<file path="src/rtl/register_file.sv">
// Purpose: 2**AW x DW register file, R0 hardwired to zero, one write port, two read ports.
// Latency: reads are combinational (zero cycles); a write lands on the rising Clk edge.
// Backpressure: none; a write is accepted on every enabled edge, reads are always valid.
module register_file #(
   parameter int DW = 8,
   parameter int AW = 3
) (
   input  logic          Clk,
   input  logic          WEN,
   input  logic [AW-1:0] RW,
   input  logic [DW-1:0] busW,
   input  logic [AW-1:0] RX,
   input  logic [AW-1:0] RY,
   output logic [DW-1:0] busX,
   output logic [DW-1:0] busY,
   input  logic          Rst_n
);

   localparam int NREG = 1 << AW;

   // Storage exists only for R1..R(NREG-1); R0 is synthesised as a constant zero.
   logic [DW-1:0] regs [1:NREG-1];

   // Async clear of all registers; otherwise load the addressed register on an enabled write.
   // An RW of 0 matches no storage slot, so such writes are silently dropped.
   always_ff @(posedge Clk or negedge Rst_n) begin
      if (!Rst_n) begin
         for (int i = 1; i < NREG; i++) begin
            regs[i] <= '0;
         end
      end else if (WEN) begin
         for (int i = 1; i < NREG; i++) begin
            if (RW == AW'(i)) begin
               regs[i] <= busW;
            end
         end
      end
   end

   // Two independent read muxes; no bypass from busW, so a same-cycle write shows after the edge.
   always_comb begin
      busX = '0;
      busY = '0;
      for (int i = 1; i < NREG; i++) begin
         if (RX == AW'(i)) begin
            busX = regs[i];
         end
         if (RY == AW'(i)) begin
            busY = regs[i];
         end
      end
   end

endmodule

</file>
<file path="config.mk">
export PLATFORM = sky130hd
export DESIGN_NAME = register_file
export DESIGN_NICKNAME = d
export VERILOG_FILES = /design/src/rtl/register_file.sv
export SDC_FILE = /design/constraint.sdc
export NUM_CORES = 1
export LEC_CHECK = 0
export CORE_ASPECT_RATIO = 1.4
export CORE_MARGIN = 4
export CORE_UTILIZATION = 51
export DETAILED_ROUTE_END_ITERATION = 7
export GPL_ROUTABILITY_DRIVEN = 0
export PLACE_DENSITY = 0.81
export REMOVE_ABC_BUFFERS = 1
export SYNTH_ARGS = -nofsm -noshare
export SYNTH_HDL_FRONTEND = slang
export SYNTH_SLANG_ARGS = --single-unit
</file>
<file path="constraint.sdc">
create_clock -name Clk -period 1.3 [get_ports Clk]
set_input_delay 0.26 -clock Clk [delete_from_list [all_inputs] [get_ports Clk]]
set_output_delay 0.26 -clock Clk [all_outputs]
set_load 0.01 [all_outputs]
</file>
==> results of run 1 <==
==> how the worst max path moves through the flow <==
stage	from	to	cells past startpoint
finish	regs[1]$_DFFE_PN0P_	busY[1]	5
global route	regs[32]$_DFFE_PN0P_	busX[0]	5
CTS	regs[3]$_DFFE_PN0P_	busY[3]	5
detailed placement	RX[1]	busX[4]	6
global placement	RY[1]	busY[1]	7
floorplan	RY[1]	busY[7]	3
==> power by group through the flow <==
stage          combinational, mW  clock [mW]  sequential, mW
3_5_place_dp                1.75           0            2.44
3_3_place_gp                1.69           0            2.42
5_1_grt                     2.17        1.31            2.48
6_report                    2.04        1.26            2.45
4_1_cts                     1.84        1.23            2.41
2_1_floorplan              0.890           0            2.36
==> placed cells by master (no fill, tap or decap), drive strengths merged, types with 3 or more instances in the layout <==
cell type,count
nand4b,3
nor2b,5
clkbuf,8
clkdlybuf4s50,8
inv,7
mux2i,13
nor2,4
o21ai,9
a22oi,12
a22o,10
dfrtp,56
nand2,19
o22ai,8
dlygate4sd2,4
nand2b,4
buf,100
a21oi,15
o211ai,3
o221ai,8
mux2,64
==> cell usage after synthesis, types with 2 or more instances <==
library cell and number:
a21oi_1 15, o22ai_1 8, a22o_1 10, buf_2 10
a22oi_1 12, mux2_4 2, nor2_1 4, mux4_2 2
dfrtp_1 56, buf_4 2, mux2i_1 13, nand4b_2 3
o211ai_1 3, inv_1 7, mux2_2 62, nand2b_1 4
and4bb_1 2, buf_6 7, o21ai_0 8, nor2b_1 5
o221ai_1 8, nand3_1 2, o32ai_1 2, o2bb2ai_1 2
nand2_1 18
==> what timing repair did <==
item                       4_1_cts  5_1_grt
setup endpoints to repair       71       16
hold buffers                     1        0
pin swaps                       20       17
hold endpoints to repair         7        0
buffers inserted                 6        5
cloned                           1        0
gates resized for setup        130       39
==> final cells by class <==
type / instances / area, sq um / area share
sequential: 56 / 1401 / 0.3102
clock inverter: 2 / 38.79 / 0.008585
timing repair buffer: 115 / 1007 / 0.2229
multi-input combinational: 191 / 1868 / 0.4135
tap: 72 / 90.09 / 0.01994
inverter: 8 / 30.03 / 0.006646
clock buffer: 6 / 82.58 / 0.01828
==> per-layer routing <==
metal | wire length [um] | vias to the layer above | global-route usage
met5 | 0 | - | 0
met2 | 5517 | 189 | 0.4704
met4 | 494 | 0 | 0.1117
li1 | - | 1245 | -
met1 | 3934 | 1484 | 0.3456
met3 | 871 | 58 | 0.03150
==> cell families (layout without fill, tap and decap cells) <==
kind of cell	Yosys count	after routing	synth area share
flip-flops	56	56	0.4334
AO/OA/AOI/OAI	70	70	0.1498
AND/OR/NAND/NOR	42	42	0.08088
multiplexers	79	79	0.2794
buffers and inverters	29	131	0.05650
==> critical path, cell delays in order, from the launching register on <==
cell and delay [ns]:
dfrtp_1 0.41, mux2_4 0.26, a22o_1 0.21, nand2_1 0.09
o221ai_2 0.10, buf_2 0.16
==> metrics by stage <==
step / instance area [sq um] / power, mW
after floorplan: 3080 / 3.249
after global placement: 4126 / 4.114
after detailed placement: 4126 / 4.194
after CTS: 4364 / 5.475
after global routing: 4518 / 5.957
final: 4518 / 5.754
==> impl_metrics.yaml, run 1 <==
outcome:
  status: "finished, violations left"
  violations_in_the_final_reports: "negative setup slack"
timing:
  tightest_slew_ns: 0.2901
  fin_worst_skew_ns: 0
  worst_slack_ns: -0.5023
  final_max_slew_viol_count: 0
  hold_viol: 0
  final_worst_hold_slack_ns: 0.3342
  tns_ns: -6.446
  clock_period_minus_final_worst_setup_slack_ns: 1.802
  timing.max_slew.rel_slack: 0.8011
  achievable-frequency_ghz: 0.5549
  setup_violations: 16
  fin_crit_sh: 1.386
  grt_setup_unrepaired: "true"
clock_tree:
  cts.htree.levels: 2
  clk_path_buf_depth: 2
  clk_root_buffer_cell: "clkbuf_8"
  worst_skew_pair.late_latency_ns: 0.31
  cts_sinks: 56
  numCtsBuffers: 5
  clock_transition_at_path_regs_ns: 0.11
  cts_tree: "yes"
cells_and_area:
  fill_cells: 387
  area_growth_pct: 39.74
  largest_register_ffs: 56
  top_regs: "regs x56"
  final_core_util: 0.7325
  number_of_nets_in_the_final_layout: 397
  regMostFlops: "regs"
  antenna-diode-count: 0
  final_layout_size_suffix_gt1_frac: 0.6058
  stdcell_count: 450
route:
  post_drt_wl_per_cell_um: 24.04
  routed_via_density: 6.613
  wirelength_um: 10820
  drc_violations: 0
  detail_route.iter0.violations: 222
  vias: 2976
  number_of_detailed_routing_iterations_run_before_antenna_repair: 5
  antenna_left: 0
placed_design:
  dpl.hpwl_um: 6473
  io_buffers: 35
  pre_cts_ws_ns: -1.176
  place_inst: 430
global_route:
  wire_length_of_the_first_global_routing_pass_um: 15670
  global_route.usage.total: 0.2743
  grt_max_degree: 35
  global_route.overflow_total: 0
  grt_antenna_before_repair: 0
  first_global_vias: 2973
setup_path:
  cp-start-kind: "flop"
  ff_to_ff_path_depth: 2
  worstPathMaxFanout: 2
  setup.reg_to_reg.worst_slack_ns: 0.36
  cp-end-kind: "output port"
  cp.required_ns: 1.04
  crit-reg2reg-launch: "regs[11]$_DFFE_PN0P_"
  setup.worst_path.class: "reg -> out"
  regToRegEndpoint: "regs[11]$_DFFE_PN0P_"
  worstPathArrival_ns: 1.54
synth:
  post-synth-top-area-cell: "dfrtp_1"
  yosysWarnings: 0
  yosysUniqueCellTypes: 34
  synthesis.instances: 276
  synth.cell_area_sq_um: 3233
  synthTopCellsByArea: "dfrtp_1, mux2_2, mux2i_1, a22oi_1, a22o_1"
  yosys_register_bits: 56
  post-synth-top-area-fraction: 0.4334
  number_of_enable_flip_flop_cells_after_synthesis: 0
  synth_async_sr_flop_share: 1.000
  ys.flop_type: "dfrtp_1"
  syn_area_per_cell_sq_um: 11.71
  synth_sequential_area_ratio: 0.4334
die:
  fp-row-count: 34
  num_io_pins: 36
  dieWidth_um: 75.29
  core_area_sq_um: 6168
  initial_core_util: 0.5241
  floorplan.die_area_sq_um: 7695
  die_height_um: 102.2
hold_path:
  hold_path_class: "in -> async"
power:
  clock_power_share: 0.218
  power_report.internal_total_mw: 3.909
  p_sw_mw: 1.845
  vdd.ir_drop.worst_v: 0.001095
  cellPowerDensity_nw_per_um2: 1273
  total_leakage_power_nw: 2.043
  sw_frac_of_total: 0.3206
  power_frac_comb: 0.355
  seq_power_share: 0.427
run:
  drv_cap: 0
Note: power is estimated with default switching activity, not from simulation.
==> run 2: changes to the inputs <==
--- a/config.mk
+++ b/config.mk
@@ -8,8 +8,10 @@
 export CORE_ASPECT_RATIO = 1.4
 export CORE_MARGIN = 4
 export CORE_UTILIZATION = 51
+export CTS_CLUSTER_SIZE = 20
 export DETAILED_ROUTE_END_ITERATION = 7
 export GPL_ROUTABILITY_DRIVEN = 0
+export GPL_TIMING_DRIVEN = 0
 export PLACE_DENSITY = 0.81
 export REMOVE_ABC_BUFFERS = 1
 export SYNTH_ARGS = -nofsm -noshare
==> run 2 against run 1 <==
  * First-iteration DRC count fell by 32%
  * Clock power fell by 13%
  * Via count fell by 16%
  * The flow still finishes with violations (negative setup slack)
  * Largest power group unchanged
  * Register-to-register slack got worse by 0.07 ns
  * Sequential power barely moved
  * Core utilization fell by 9.2 points
  * Worst hold slack improved by 0.10 ns
  * Routed wire length fell by 23%
  * Global-route usage fell by 4.7 points
  * Sequential cell count did not move
  * Sequential share of layout area rose by 4.5 points
==> impl_metrics.yaml, run 2 (same netlist as run 1, synthesis figures left out) <==
route:
  drc_violations: 0
  vias: 2514
  routed_via_density: 6.413
  number_of_detailed_routing_iterations_run_before_antenna_repair: 4
  post_drt_wl_per_cell_um: 21.22
  antenna_left: 0
  wirelength_um: 8319
  detail_route.iter0.violations: 152
setup_path:
  critical-path-max-stage-delay_ns: 0.41
  setup.worst_path.start: "regs[18]$_DFFE_PN0P_"
  setup.worst_path.class: "reg -> out"
  cp_slowest_cell: "dfrtp_1"
  worstPathArrival_ns: 1.49
  logic_depth_of_the_worst_path_buffers_included: 5
  cp-end-kind: "output port"
  worstPathMaxFanout: 2
  crit_family: "flip-flops"
  crit-reg2reg-launch: "regs[18]$_DFFE_PN0P_"
  crit_path_cell_trace: "mux2_4 > a22o_1 > nand2_1 > o221ai_2 > buf_2"
  ff_to_ff_path_depth: 3
  cp.required_ns: 1.04
  cp-start-kind: "flop"
  worst-path-buf-inv: 1
clock_tree:
  worst_skew_pair.late_latency_ns: 0.31
  cts.htree.levels: 2
  clk_path_buf_depth: 2
  numCtsBuffers: 5
  cts_sinks: 56
  clk_root_buffer_cell: "clkbuf_8"
  cts_tree: "yes"
  clock_transition_at_path_regs_ns: 0.10
die:
  initial_core_util: 0.5241
  num_io_pins: 36
  core_area_sq_um: 6168
  floorplan.die_area_sq_um: 7695
  dieWidth_um: 75.29
  fp-row-count: 34
  die_height_um: 102.2
placed_design:
  io_buffers: 35
  place_inst: 363
  dpl_cell_area_sq_um: 3536
  dpl.hpwl_um: 4923
cells_and_area:
  layout_common_cells: "dfrtp_1, mux2_2, buf_4, nand2_1, buf_2"
  final_layout_size_suffix_gt1_frac: 0.4969
  top_regs: "regs x56"
  regMostFlops: "regs"
  number_of_nets_in_the_final_layout: 341
  stdcell_count: 392
  final_area_sq_um: 3950
  area_growth_pct: 22.17
  layout.cells.most_common: "dfrtp_1"
  largest_register_ffs: 56
  antenna-diode-count: 0
  fill_cells: 458
timing:
  setup_violations: 16
  timing.max_slew.rel_slack: 0.6759
  achievable-frequency_ghz: 0.5707
  grt_setup_unrepaired: "true"
  hold_viol: 0
  fin_worst_skew_ns: 0
  worst_slack_ns: -0.4522
  clock_period_minus_final_worst_setup_slack_ns: 1.752
  tightest_slew_ns: 0.4862
  fin_crit_sh: 1.348
  final_max_slew_viol_count: 0
run:
  drv_cap: 0
power:
  seq_power_share: 0.467
  power_mw: 5.203
  total_leakage_power_nw: 1.740
  power_report.internal_total_mw: 3.639
  power_frac_comb: 0.321
  clock_power_share: 0.211
  vdd.ir_drop.worst_v: 0.0006938
  p_sw_mw: 1.565
  cellPowerDensity_nw_per_um2: 1317
  sw_frac_of_total: 0.3007
global_route:
  first_global_vias: 2562
  grt_antenna_before_repair: 0
  grt_max_degree: 38
  wire_length_of_the_first_global_routing_pass_um: 13130
  global_route.overflow_total: 0
  global_route.usage.total: 0.2270
outcome:
  status: "finished, violations left"
  violations_in_the_final_reports: "negative setup slack"
hold_path:
  hold_path_class: "in -> async"
[run 2: changes by cell type in the layout (fill, tap and decap cells not counted), moves of 4 or more]
cell / before / now
buf_12: 8 / 1
buf_4: 59 / 22
buf_6: 13 / 4
dlygate4sd2_1: 4 / 0
mux2_2: 59 / 55
mux2_4: 5 / 9
[run 2: metrics by stage]
step	setup WS [ns]	utilization	setup TNS, ns	hold WS [ns]
5_1_grt	-0.5417	0.6404	-6.851	0.4779
3_3_place_gp	-2.144	0.5708	-158.52	0.5054
6_report	-0.4522	0.6404	-5.794	0.4342
2_1_floorplan	0.008045	-	0	-0.03559
3_5_place_dp	-2.202	0.5732	-68.21	0.2429
4_1_cts	-0.4590	0.6243	-6.247	0.4491
[run 2: worst paths after layout]
| kind | slack [ns] | to |
|---|---|---|
| min in group Clk | 0.54 | regs[21]$_DFFE_PN0P_ |
| max reg2reg | 0.29 | regs[18]$_DFFE_PN0P_ |
| max | -0.45 | busY[2] |
| min reg2reg | 0.54 | regs[21]$_DFFE_PN0P_ |
| max in group asynchronous | 0.29 | regs[28]$_DFFE_PN0P_ |
| min | 0.43 | regs[15]$_DFFE_PN0P_ |
[run 2: layout make-up]
cell class	count	area, sq um	share of cell area
clock inverter	1	30.03	0.007602
multi-input combinational	191	1868	0.4729
tap	72	90.09	0.02281
inverter	8	31.28	0.007919
sequential	56	1401	0.3548
timing repair buffer	59	460.4	0.1166
clock buffer	5	68.82	0.01742
[run 2: metal layers]
layer / wire (um) / part of all wire / GRT usage / vias to the layer above
met1: 3267 / 0.39 / 0.2955 / 1261
met3: 579 / 0.070 / 0.03543 / 15
met2: 4324 / 0.52 / 0.3752 / 109
li1: - / - / - / 1129
met5: 0 / 0 / 0 / -
met4: 146 / 0.018 / 0.08748 / 0
[run 2: power by group through the flow]
stage	clock network, mW	registers (mW)	logic [mW]
after floorplan	0	2.36	0.890
after global placement	0	2.43	1.35
after detailed placement	0	2.45	1.40
after CTS	1.10	2.41	1.54
after global routing	1.18	2.47	1.82
final	1.10	2.43	1.67
[run 2: repair_timing]
action | 4_1_cts | 5_1_grt
buffers inserted | 16 | 7
hold endpoints to repair | 19 | 0
gates resized for setup | 151 | 23
hold buffers | 1 | 0
setup endpoints to repair | 72 | 37
pin swaps | 21 | 7
==> run 3: changes to the inputs <==
--- a/config.mk
+++ b/config.mk
@@ -5,6 +5,7 @@
 export SDC_FILE = /design/constraint.sdc
 export NUM_CORES = 1
 export LEC_CHECK = 0
+export CAP_MARGIN = 20
 export CORE_ASPECT_RATIO = 1.4
 export CORE_MARGIN = 4
 export CORE_UTILIZATION = 51
@@ -12,7 +13,7 @@
 export DETAILED_ROUTE_END_ITERATION = 7
 export GPL_ROUTABILITY_DRIVEN = 0
 export GPL_TIMING_DRIVEN = 0
-export PLACE_DENSITY = 0.81
+export PLACE_DENSITY = 0.76
 export REMOVE_ABC_BUFFERS = 1
 export SYNTH_ARGS = -nofsm -noshare
 export SYNTH_HDL_FRONTEND = slang
==> run 3 against run 2 <==
  * The flow still finishes with violations (negative setup slack)
  * Sequential power about the same
  * Power up 1.6%
  * Worst hold slack worse by 0.027 ns
  * First-iteration DRC count increased by 110%
  * Critical endpoint unchanged
  * Combinational power barely moved
  * Highest routed layer unchanged
  * Non-clock buffer count is 8 higher
  * Sequential cell count is the same
  * Via count is 3.4% higher
==> impl_metrics.yaml, run 3 (same netlist as run 1, synthesis figures left out) <==
outcome:
  status: "finished, violations left"
  violations_in_the_final_reports: "negative setup slack"
clock_tree:
  worst_skew_pair.late_latency_ns: 0.31
  cts_tree: "yes"
  clk_path_buf_depth: 2
  numCtsBuffers: 5
  cts_sinks: 56
  clk_root_buffer_cell: "clkbuf_8"
  clock_transition_at_path_regs_ns: 0.11
  cts.htree.levels: 2
setup_path:
  cp-start-kind: "flop"
  worstPathArrival_ns: 1.51
  critical-path-max-stage-delay_ns: 0.41
  setup.worst_path.class: "reg -> out"
  crit-reg2reg-launch: "regs[21]$_DFFE_PN0P_"
  cp_slowest_cell: "dfrtp_1"
  crit_path_cell_trace: "mux2_4 > a22o_1 > nand2_1 > o221ai_2 > buf_2"
  cp.required_ns: 1.04
  cp-end-kind: "output port"
  regToRegEndpoint: "regs[21]$_DFFE_PN0P_"
  ff_to_ff_path_depth: 3
  setup.reg_to_reg.worst_slack_ns: 0.29
  worstPathMaxFanout: 2
timing:
  final_worst_hold_slack_ns: 0.4072
  fin_crit_sh: 1.359
  final_max_slew_viol_count: 0
  tns_ns: -6.028
  hold_viol: 0
  setup_violations: 16
  tightest_slew_ns: 0.4204
  timing.max_slew.rel_slack: 0.7198
  grt_setup_unrepaired: "true"
  clock_period_minus_final_worst_setup_slack_ns: 1.766
  achievable-frequency_ghz: 0.5662
  fin_worst_skew_ns: 0
  worst_slack_ns: -0.4662
die:
  num_io_pins: 36
  core_area_sq_um: 6168
  dieWidth_um: 75.29
  fp-row-count: 34
  floorplan.die_area_sq_um: 7695
  initial_core_util: 0.5241
  die_height_um: 102.2
route:
  routed_via_density: 6.465
  antenna_left: 0
  drc_violations: 0
  detail_route.iter0.violations: 313
  wirelength_um: 8436
  post_drt_wl_per_cell_um: 20.99
  number_of_detailed_routing_iterations_run_before_antenna_repair: 4
  vias: 2599
cells_and_area:
  area_growth_pct: 24.15
  layout_common_cells: "mux2_2, dfrtp_1, buf_4, nand2_1, buf_2"
  final_layout_size_suffix_gt1_frac: 0.4818
  number_of_nets_in_the_final_layout: 349
  final_core_util: 0.6507
  regMostFlops: "regs"
  top_regs: "regs x56"
  largest_register_ffs: 56
  antenna-diode-count: 0
global_route:
  wire_length_of_the_first_global_routing_pass_um: 13430
  global_route.usage.total: 0.2306
  grt_max_degree: 42
  grt_antenna_before_repair: 0
  global_route.overflow_total: 0
  first_global_vias: 2504
power:
  vdd.ir_drop.worst_v: 0.0007951
  clock_power_share: 0.218
  power_frac_comb: 0.322
  seq_power_share: 0.459
  p_sw_mw: 1.599
  total_leakage_power_nw: 1.783
  power_mw: 5.287
  cellPowerDensity_nw_per_um2: 1317
  power_report.internal_total_mw: 3.687
  sw_frac_of_total: 0.3026
placed_design:
  dpl.hpwl_um: 5033
  io_buffers: 35
run:
  drv_cap: 0
hold_path:
  hold_path_class: "in -> async"
run 3: worst max-delay path: cells and delay by family (launching register included):
| family | cells | cell delay [ns] |
|---|---|---|
| AO/OA/AOI/OAI | 2 | 0.27 |
| buffers and inverters | 1 | 0.16 |
| flip-flops | 1 | 0.41 |
| multiplexers | 1 | 0.28 |
| AND/OR/NAND/NOR | 1 | 0.08 |
run 3: layout make-up:
| type | count | area (sq um) |
|---|---|---|
| Clock buffer | 5 | 68.82 |
| Clock inverter | 3 | 42.54 |
| Fill cell | 443 | 2155 |
| Inverter | 8 | 35.03 |
| Multi-Input combinational cell | 191 | 1827 |
| Sequential cell | 56 | 1401 |
| Tap cell | 72 | 90.09 |
| Timing Repair Buffer | 67 | 549.3 |
run 3: power by group through the flow:
stage | Clock (mW) | Combinational (mW) | Sequential, mW
finish | 1.15 | 1.70 | 2.43
global route | 1.23 | 1.86 | 2.47
CTS | 1.17 | 1.61 | 2.40
detailed placement | 0 | 1.41 | 2.45
global placement | 0 | 1.36 | 2.43
floorplan | 0 | 0.890 | 2.36
run 3: what timing repair did:
action                                  CTS  global route
pin swaps                                22             6
hold endpoints to repair                 15             0
buffers inserted                         24             5
hold buffers                              1             0
endpoints found under the setup margin   72            51
cloned                                    0             0
gates resized for setup                 155            12
run 3: routing by layer:
metal	share of wire	vias up	GRT usage
met1	0.40	1304	0.3217
met5	0	-	0
met4	0.028	0	0.09287
met2	0.51	118	0.3639
li1	-	1152	-
met3	0.062	25	0.02559
run 3: through the flow:
step           cell area, sq um  setup slack (ns)  instances
3_5_place_dp               3563            -2.175        364
4_1_cts                    3960           -0.4593        397
5_1_grt                    4014           -0.5144        402
6_report                   4014           -0.4662        402
3_3_place_gp               3521            -2.170        362
2_1_floorplan              3080          0.008045        255
run 3: worst max-delay path by stage:
stage	from	endpoint
2_1_floorplan	RY[1]	busY[7]
3_3_place_gp	RY[1]	busY[1]
3_5_place_dp	RY[1]	busY[5]
4_1_cts	regs[19]$_DFFE_PN0P_	busY[3]
5_1_grt	regs[19]$_DFFE_PN0P_	busY[3]
6_report	regs[18]$_DFFE_PN0P_	busY[2]
